===== src/rtl/led_pattern_gen.sv =====
// led_pattern_gen: drives LED_NUM LEDs with a run-time-selectable pattern
// (rotate left, rotate right, ping-pong, blink-all). The step period is
// STEP_CYCLES << SPEED_i clock cycles.
// Optional build macro LED_PWM_EN adds a DUTY_i input. That input gates the
// LED outputs with a free-running 4-bit PWM counter.
module led_pattern_gen #(
  parameter int CLK_FREQ = 300_000_000,
  parameter int LED_NUM  = 8,
  parameter int STEP_MS  = 250
) (
  input  logic               CLK_i,
  input  logic               RSTn_i,
  input  logic               ENABLE_i,
  input  logic [1:0]         MODE_i,
  input  logic [1:0]         SPEED_i,
`ifdef LED_PWM_EN
  input  logic [3:0]         DUTY_i,
`endif
  output logic [LED_NUM-1:0] LED_o,
  output logic               STEP_o
);

  localparam int STEP_CYCLES = CLK_FREQ / 1000 * STEP_MS;
  localparam int CNT_W       = $clog2((STEP_CYCLES << 3) + 1);

  typedef enum logic [1:0] {
    MODE_ROL   = 2'b00,
    MODE_ROR   = 2'b01,
    MODE_PING  = 2'b10,
    MODE_BLINK = 2'b11
  } mode_t;

  typedef enum logic {
    DIR_UP   = 1'b0,
    DIR_DOWN = 1'b1
  } dir_t;

  logic [CNT_W-1:0]   r_cnt;
  mode_t              r_mode;
  dir_t               r_dir;
  logic [LED_NUM-1:0] r_pattern;
  logic               r_step;

  logic [CNT_W-1:0]   w_cnt_next;
  dir_t               w_dir_next;
  logic [LED_NUM-1:0] w_pattern_next;
  logic               w_step_next;
  logic [CNT_W-1:0]   w_term;
  logic               w_tick;
  logic               w_mode_chg;
  mode_t              w_mode_in;

  // Starting pattern for each mode. It is also used to recover from an
  // all-zero pattern in the one-hot modes.
  function automatic logic [LED_NUM-1:0] initPattern(input mode_t m);
    logic [LED_NUM-1:0] p;
    case (m)
      MODE_ROR:   p = {1'b1, {(LED_NUM-1){1'b0}}};
      MODE_BLINK: p = '1;
      default:    p = {{(LED_NUM-1){1'b0}}, 1'b1};
    endcase
    return p;
  endfunction

  assign w_mode_in  = mode_t'(MODE_i);
  assign w_mode_chg = (w_mode_in != r_mode);
  // SPEED_i feeds the terminal value directly. Because the compare below is
  // >= rather than ==, lowering the speed mid-period ticks at once instead of
  // wrapping the counter.
  assign w_term     = (CNT_W'(STEP_CYCLES) << SPEED_i) - CNT_W'(1);
  assign w_tick     = (r_cnt >= w_term);

  // Next-state logic. A mode change takes priority over a tick. After that,
  // the prescaler advances, or a step is taken when the prescaler reaches
  // its terminal count.
  always_comb begin
    w_cnt_next     = r_cnt;
    w_dir_next     = r_dir;
    w_pattern_next = r_pattern;
    w_step_next    = 1'b0;
    if (w_mode_chg) begin
      w_pattern_next = initPattern(w_mode_in);
      w_cnt_next     = '0;
      w_dir_next     = DIR_UP;
    end else if (ENABLE_i) begin
      if (w_tick) begin
        w_cnt_next  = '0;
        w_step_next = 1'b1;
        if ((r_mode != MODE_BLINK) && (r_pattern == '0)) begin
          w_pattern_next = initPattern(r_mode);
          w_dir_next     = DIR_UP;
        end else begin
          case (r_mode)
            MODE_ROL: w_pattern_next = {r_pattern[LED_NUM-2:0], r_pattern[LED_NUM-1]};
            MODE_ROR: w_pattern_next = {r_pattern[0], r_pattern[LED_NUM-1:1]};
            MODE_PING: begin
              if (r_dir == DIR_UP) begin
                w_pattern_next = r_pattern << 1;
                if (w_pattern_next[LED_NUM-1]) w_dir_next = DIR_DOWN;
              end else begin
                w_pattern_next = r_pattern >> 1;
                if (w_pattern_next[0]) w_dir_next = DIR_UP;
              end
            end
            default:  w_pattern_next = ~r_pattern;
          endcase
        end
      end else begin
        w_cnt_next = r_cnt + CNT_W'(1);
      end
    end
  end

  // State registers. The mode input is sampled every cycle so that the next
  // edge can detect a change.
  always_ff @(posedge CLK_i or negedge RSTn_i) begin
    if (!RSTn_i) begin
      r_cnt     <= '0;
      r_mode    <= MODE_ROL;
      r_dir     <= DIR_UP;
      r_pattern <= {{(LED_NUM-1){1'b0}}, 1'b1};
      r_step    <= 1'b0;
    end else begin
      r_cnt     <= w_cnt_next;
      r_mode    <= w_mode_in;
      r_dir     <= w_dir_next;
      r_pattern <= w_pattern_next;
      r_step    <= w_step_next;
    end
  end

  assign STEP_o = r_step;

`ifdef LED_PWM_EN
  logic [3:0]         r_pwm_cnt;
  logic [LED_NUM-1:0] r_led;

  // The free-running PWM counter gates the next pattern into the registered
  // LED drive. The pattern state and STEP_o are not affected by this gating.
  always_ff @(posedge CLK_i or negedge RSTn_i) begin
    if (!RSTn_i) begin
      r_pwm_cnt <= '0;
      r_led     <= {{(LED_NUM-1){1'b0}}, 1'b1};
    end else begin
      r_pwm_cnt <= r_pwm_cnt + 4'd1;
      r_led     <= w_pattern_next & {LED_NUM{(r_pwm_cnt < DUTY_i)}};
    end
  end

  assign LED_o = r_led;
`else
  assign LED_o = r_pattern;
`endif

endmodule


===== config.mk =====
export PLATFORM = sky130hd
export DESIGN_NAME = led_pattern_gen
export DESIGN_NICKNAME = d
export VERILOG_FILES = /design/src/rtl/led_pattern_gen.sv
export SDC_FILE = /design/constraint.sdc
export NUM_CORES = 1
export LEC_CHECK = 0
export BUFFER_PORTS_ARGS = -buffer_cell sky130_fd_sc_hd__buf_4
export CAP_MARGIN = 20
export CORE_ASPECT_RATIO = 0.75
export CORE_UTILIZATION = 40
export CTS_CLUSTER_DIAMETER = 200
export DETAILED_ROUTE_END_ITERATION = 10
export PLACE_DENSITY = 0.56
export RECOVER_POWER = 50
export SLEW_MARGIN = 20
export SYNTH_ARGS = -nofsm -noshare
export SYNTH_HDL_FRONTEND = slang
export SYNTH_SLANG_ARGS = --single-unit

===== constraint.sdc =====
create_clock -name CLK_i -period 3.55 [get_ports CLK_i]
set_clock_uncertainty 0.2 [all_clocks]
set_input_delay 0.71 -clock CLK_i [delete_from_list [all_inputs] [get_ports CLK_i]]
set_output_delay 0.71 -clock CLK_i [all_outputs]
set_load 0.1 [all_outputs]

## Yosys cells after proc, flatten, opt, wreduce, memory -nomap -nowiden

Cells that the tools add are included.

| cells by class | value |
|---|---|
| $add $sub $neg | 2 |
| $mul | 0 |
| divide/modulo/power cells | 0 |
| $lt $le $gt $ge | 1 |
| eq/ne operators | 7 |
| shift operators | 1 |
| muxes and demuxes | 22 |
| bitwise logic cells | 1 |
| reduce and logical (&&, ||, !) cells | 8 |

Operator list:

| kind | number |
|---|---|
| 30-bit two-way mux | 3 |
| 8-bit two-way mux | 5 |
| 8-bit case mux with 2 select lines | 2 |
| 30-bit by 1-bit adder with 30-bit output, second input constant | 1 |
| 30-bit >= comparator | 1 |
| 27-bit by 2-bit << shifter with 30-bit output, first input constant | 1 |
| 30-bit by 2-bit subtractor with 30-bit output, second input constant | 1 |
| 8-bit case mux with 3 select lines | 1 |
| 1-bit two-way mux | 11 |
| 8-bit logical NOT | 1 |
| 8-bit NOT | 1 |
| 2-bit == test, second input constant | 3 |
| 2-bit by 1-bit == test with 1-bit output, second input constant | 2 |
| 2-bit nonzero test | 2 |
| 3-bit AND reduction | 1 |
| 3-bit nonzero test | 1 |
| 2-bit logical NOT | 1 |
| 2-bit != test | 1 |
| 2-bit != test, second input constant | 1 |
| 2-bit AND reduction | 1 |
| 1-bit logical AND | 1 |

| storage, ports and cells | value |
|---|---|
| flip-flop bits (word level) | 42 |
| bits in latches | 0 |
| bits in writable memories | 0 |
| bits in read-only memories | 0 |
| input bits | 7 |
| output and inout port bits | 9 |
| word-level logic and storage cells | 47 |
| memories kept | 0 |

## Logic depth before layout (Yosys ltp)

| depth | value |
|---|---|
| word-level depth | 7 |
| mapped depth | 13 |
| gate-level depth less buffers | 12 |

## Worst setup path before layout

Ideal clock, no wire load.

| path | value |
|---|---|
| path kind | input -> register |
| start | input SPEED_i[1] |
| end | register r_dir |
| library setup time | 0.121 ns |
| arrival | 3.063 ns |
| data required time | 3.229 ns |
| path slack | 0.166 ns |
| stages | 12 |
| path buffers | 0 |
| cells stage by stage | inv_1 -> ha_1 -> inv_1 -> nand4_1 -> ha_1 -> nand4_1 -> nor4_2 -> nand2_1 -> o311ai_4 -> nor2_4 -> a221o_1 -> a22o_1 |

| between the ends | value |
|---|---|
| word-level cells in the longest chain between the ends | 5 |

RTL lines:

| item | RTL line | RTL |
|---|---|---|
| from (decl) | 15 | `input logic [1:0] SPEED_i,` |
| 27-bit by 2-bit << shifter with 30-bit output | 70 | `assign w_term = (CNT_W'(STEP_CYCLES) << SPEED_i) - CNT_W'(1);` |
| 30-bit by 2-bit subtractor with 30-bit output | 70 |  |
| 30-bit >= comparator | 71 | `assign w_tick = (r_cnt >= w_term);` |
| 2-bit nonzero test (no source line) | - |  |
| 3-bit AND reduction (no source line) | - |  |
| to (signal assigned) | 126 | `r_dir <= w_dir_next;` |
| to (decl) | 40 | `dir_t r_dir;` |

Every way passes these cells.
A chain may end at the register's enable or synchronous reset.

## Worst setup path after layout

| path | value |
|---|---|
| start | input SPEED_i[0] |
| end | register r_dir |

Same word-level chain as after synthesis.

==> results.cfg <==
[clocking]
cts_hold_buf = 0
insertion_delay_ns = 0.30
cts_buffers = 5
clock_path_buffers = 2
root_buffer = clkbuf_8
h-tree-depth = 2
clock_sinks = 42
ctsResizeCount = 0
clk_pin_slew_worst_paths_ns = 0.09
tritoncts = built
postCtsSetupRepairBufs = 0

[placement]
dp_hpwl_um = 5390
place_inst = 479
numPortBuffers = 15
gp_congestion = 0.859

[sta]
slew_headroom = -0.562
min_period_ns = 3.24
max_freq_mhz = 308
period_share = 0.914
timing.setup.tns_ns = 0
setup_viol = 0
rsz0062_at_grt = no
whs_ns = 0.355
hold_viol = 0
max_slew.worst_pin.slew_ns = 2.34
slew_viol_final = 43

[synthesis]
syn_area_per_cell_um2 = 8.61
synthXorXnorAreaFrac = 0.0611
syn-instance-count = 366
async_reset_ff_frac = 1.00
ys_ff_latch = 42
yosysWarnings = 0
yosys_most_used_dff = dfrtp_1
synth_top_family_by_area = simple AND/OR/NAND/NOR gates
yosysSeqAreaShare = 0.334
synth_nets = 406
synth_area_mm2 = 0.00315
synth-adder-area-share = 0.131
muxShareOfSynthArea = 0.0286
synth-compound-area-share = 0.172
ys_types = 46
yosys.area_share.simple = 0.231
synth_edf_count = 0

[flow_run]
maxCapViolCount = 1

[floorplanning]
core-area_mm2 = 0.00750
rows = 27
fp.dieW_um = 105
io_pins = 16
die_area_mm2 = 0.00825
die_h_um = 78.9
floorplan.initialDensity = 0.420

[worst_setup_path]
critPathRequiredTime_ns = 3.55
worstPathArrival_ns = 3.24
cp_cell_sequence = buf_4 > inv_1 > ha_1 > inv_1 > nand4_1 > ha_1 > nand4_1 > nor4_2 > nand2_1 > o311ai_4 > nor2_4 > a221o_1 > a22o_1
slowest_stage = a221o_1
critPathMaxFanout = 8
start_kind = input pin
crit_type = in -> reg
slowest_delay_ns = 0.37
worst_setup_path_end_kind = flop

[drt]
ant_nets = 0
first_iter_violations = 194
drcViolationCount = 0
wl_per_cell_um = 15.3
firstDrtPassIters = 4
wl_um = 7460
viasPerCell = 5.48
vias = 2667

[global_routing]
grt_overflow_total = 0
antenna_found_initial = 0
grt_pass1_wl_um = 13200
gr-usage-met1 = 0.311
use_met3 = 0.0312
grt_use_met2 = 0.282
grt-busiest-layer = met1
grt_usage = 0.200
grt_max_degree = 43
grt_pass1_vias = 2594

[power]
powerDensity_mw_per_mm2 = 345
p_leak_nw = 1.63
peakVddDrop_mv = 0.369

[run_status]
violations = capacitance limit, slew limit
outcome = complete, but fails checks

[final_layout]
drive_gt1_frac = 0.101
layout_commonest_cell = dfrtp_1
area_growth_syn_to_layout_pct = 10.7
diodes = 0
most-common-layout-cells = dfrtp_1, nor2_1, nand2_1
fin_nets = 425
instances_no_fill = 487

[worst_hold_path]
min_path_type = in -> reg
## state kept, by name, indices dropped and copies added (netlist names)
signal / flops
r_cnt: 30
r_mode: 2
LED_o: 8
r_dir: 1
STEP_o: 1
## worst paths after layout
path                                           start                     to  slack (ns)  depth (start not counted)
worst min-delay path                       MODE_i[0]    r_mode[0]$_DFF_PN0_        0.35                          1
worst max-delay path                      SPEED_i[0]      r_dir$_DFFE_PN0P_        0.31                         13
max in group asynchronous                     RSTn_i   LED_o[3]$_DFFE_PN0P_        0.90                          1
min in group asynchronous                     RSTn_i   r_cnt[3]$_DFFE_PN0P_        0.90                          1
worst min register to register  r_cnt[1]$_DFFE_PN0P_   r_cnt[1]$_DFFE_PN0P_        0.36                          2
worst max register to register  r_cnt[7]$_DFFE_PN0P_  r_cnt[15]$_DFFE_PN0P_        0.81                          9
## cell families (layout without fill, tap and decap cells)
kind of cell / Yosys count / after routing
AOI/OAI and AO/OA: 81 / 81
xor gates and xnor gates: 22 / 22
adders and majority gates: 33 / 33
muxes: 9 / 9
and+or+nand+nor: 145 / 145
buffers and inverters: 34 / 54
DFF: 42 / 42
## through the flow
step	worst slack (ns)	total power [W]	utilization	instance area, um^2
2_1_floorplan	0.166	0.000804	-	3150
3_3_place_gp	0.0786	0.000899	0.457	3430
3_5_place_dp	-0.0105	0.000901	0.457	3430
4_1_cts	0.321	0.00122	0.468	3510
5_1_grt	0.146	0.00127	0.465	3490
6_report	0.307	0.00120	0.465	3490
## routing by layer
| layer | vias up | wire length, um | share of wire |
|---|---|---|---|
| met5 | - | 0 | 0 |
| met4 | 0 | 52 | 0.0070 |
| met3 | 5 | 382 | 0.051 |
| met2 | 68 | 2900 | 0.39 |
| met1 | 1245 | 4130 | 0.55 |
| li1 | 1349 | - | - |
## synth_stat cells, types with 2 or more instances
master    instances  share of area
dfrtp_1          41           0.33
nand2_1          37          0.044
nor2_1           37          0.044
ha_1             33           0.13
a21oi_1          26          0.041
inv_1            20          0.024
nand3_1          19          0.030
o21ai_0          13          0.021
xor2_1           13          0.036
a31oi_1          12          0.024
nor3_1           11          0.017
nand4_1          10          0.020
a21o_1            9          0.021
clkbuf_1          9          0.011
mux2i_1           9          0.029
xnor2_1           9          0.025
and3_1            6          0.012
nor4_1            5         0.0099
buf_2             4         0.0063
o31ai_1           4         0.0095
a211oi_1          3         0.0071
nand3b_1          3         0.0071
o211ai_1          3         0.0071
a221o_1           2         0.0063
a22oi_1           2         0.0048
and2_1            2         0.0040
and4_1            2         0.0056
nand4b_1          2         0.0056
nor2b_1           2         0.0040
nor4_2            2         0.0079
## area by class of cell
class / count / area (um^2)
sequential: 42 / 1050
tap: 101 / 126
timing repair buffer: 26 / 189
multi-input combinational: 290 / 1960
clock buffer: 7 / 76.3
inverter: 20 / 75.1
clock inverter: 1 / 7.51
fill: 769 / 4010
## power breakdown
part	switching, W	internal [W]
clock	0.000175	0.000140
combinational	0.000249	0.0000969
sequential	0.0000442	0.000499
total	0.000468	0.000735
## worst max-delay path, delay by kind of cell
family          cells  cell delay (ns)
simple gates        5             0.74
fa+ha+maj           2             0.62
buf+inv             3             0.28
compound gates      3             0.90
No activity file was read; power rests on OpenSTA's default activity.
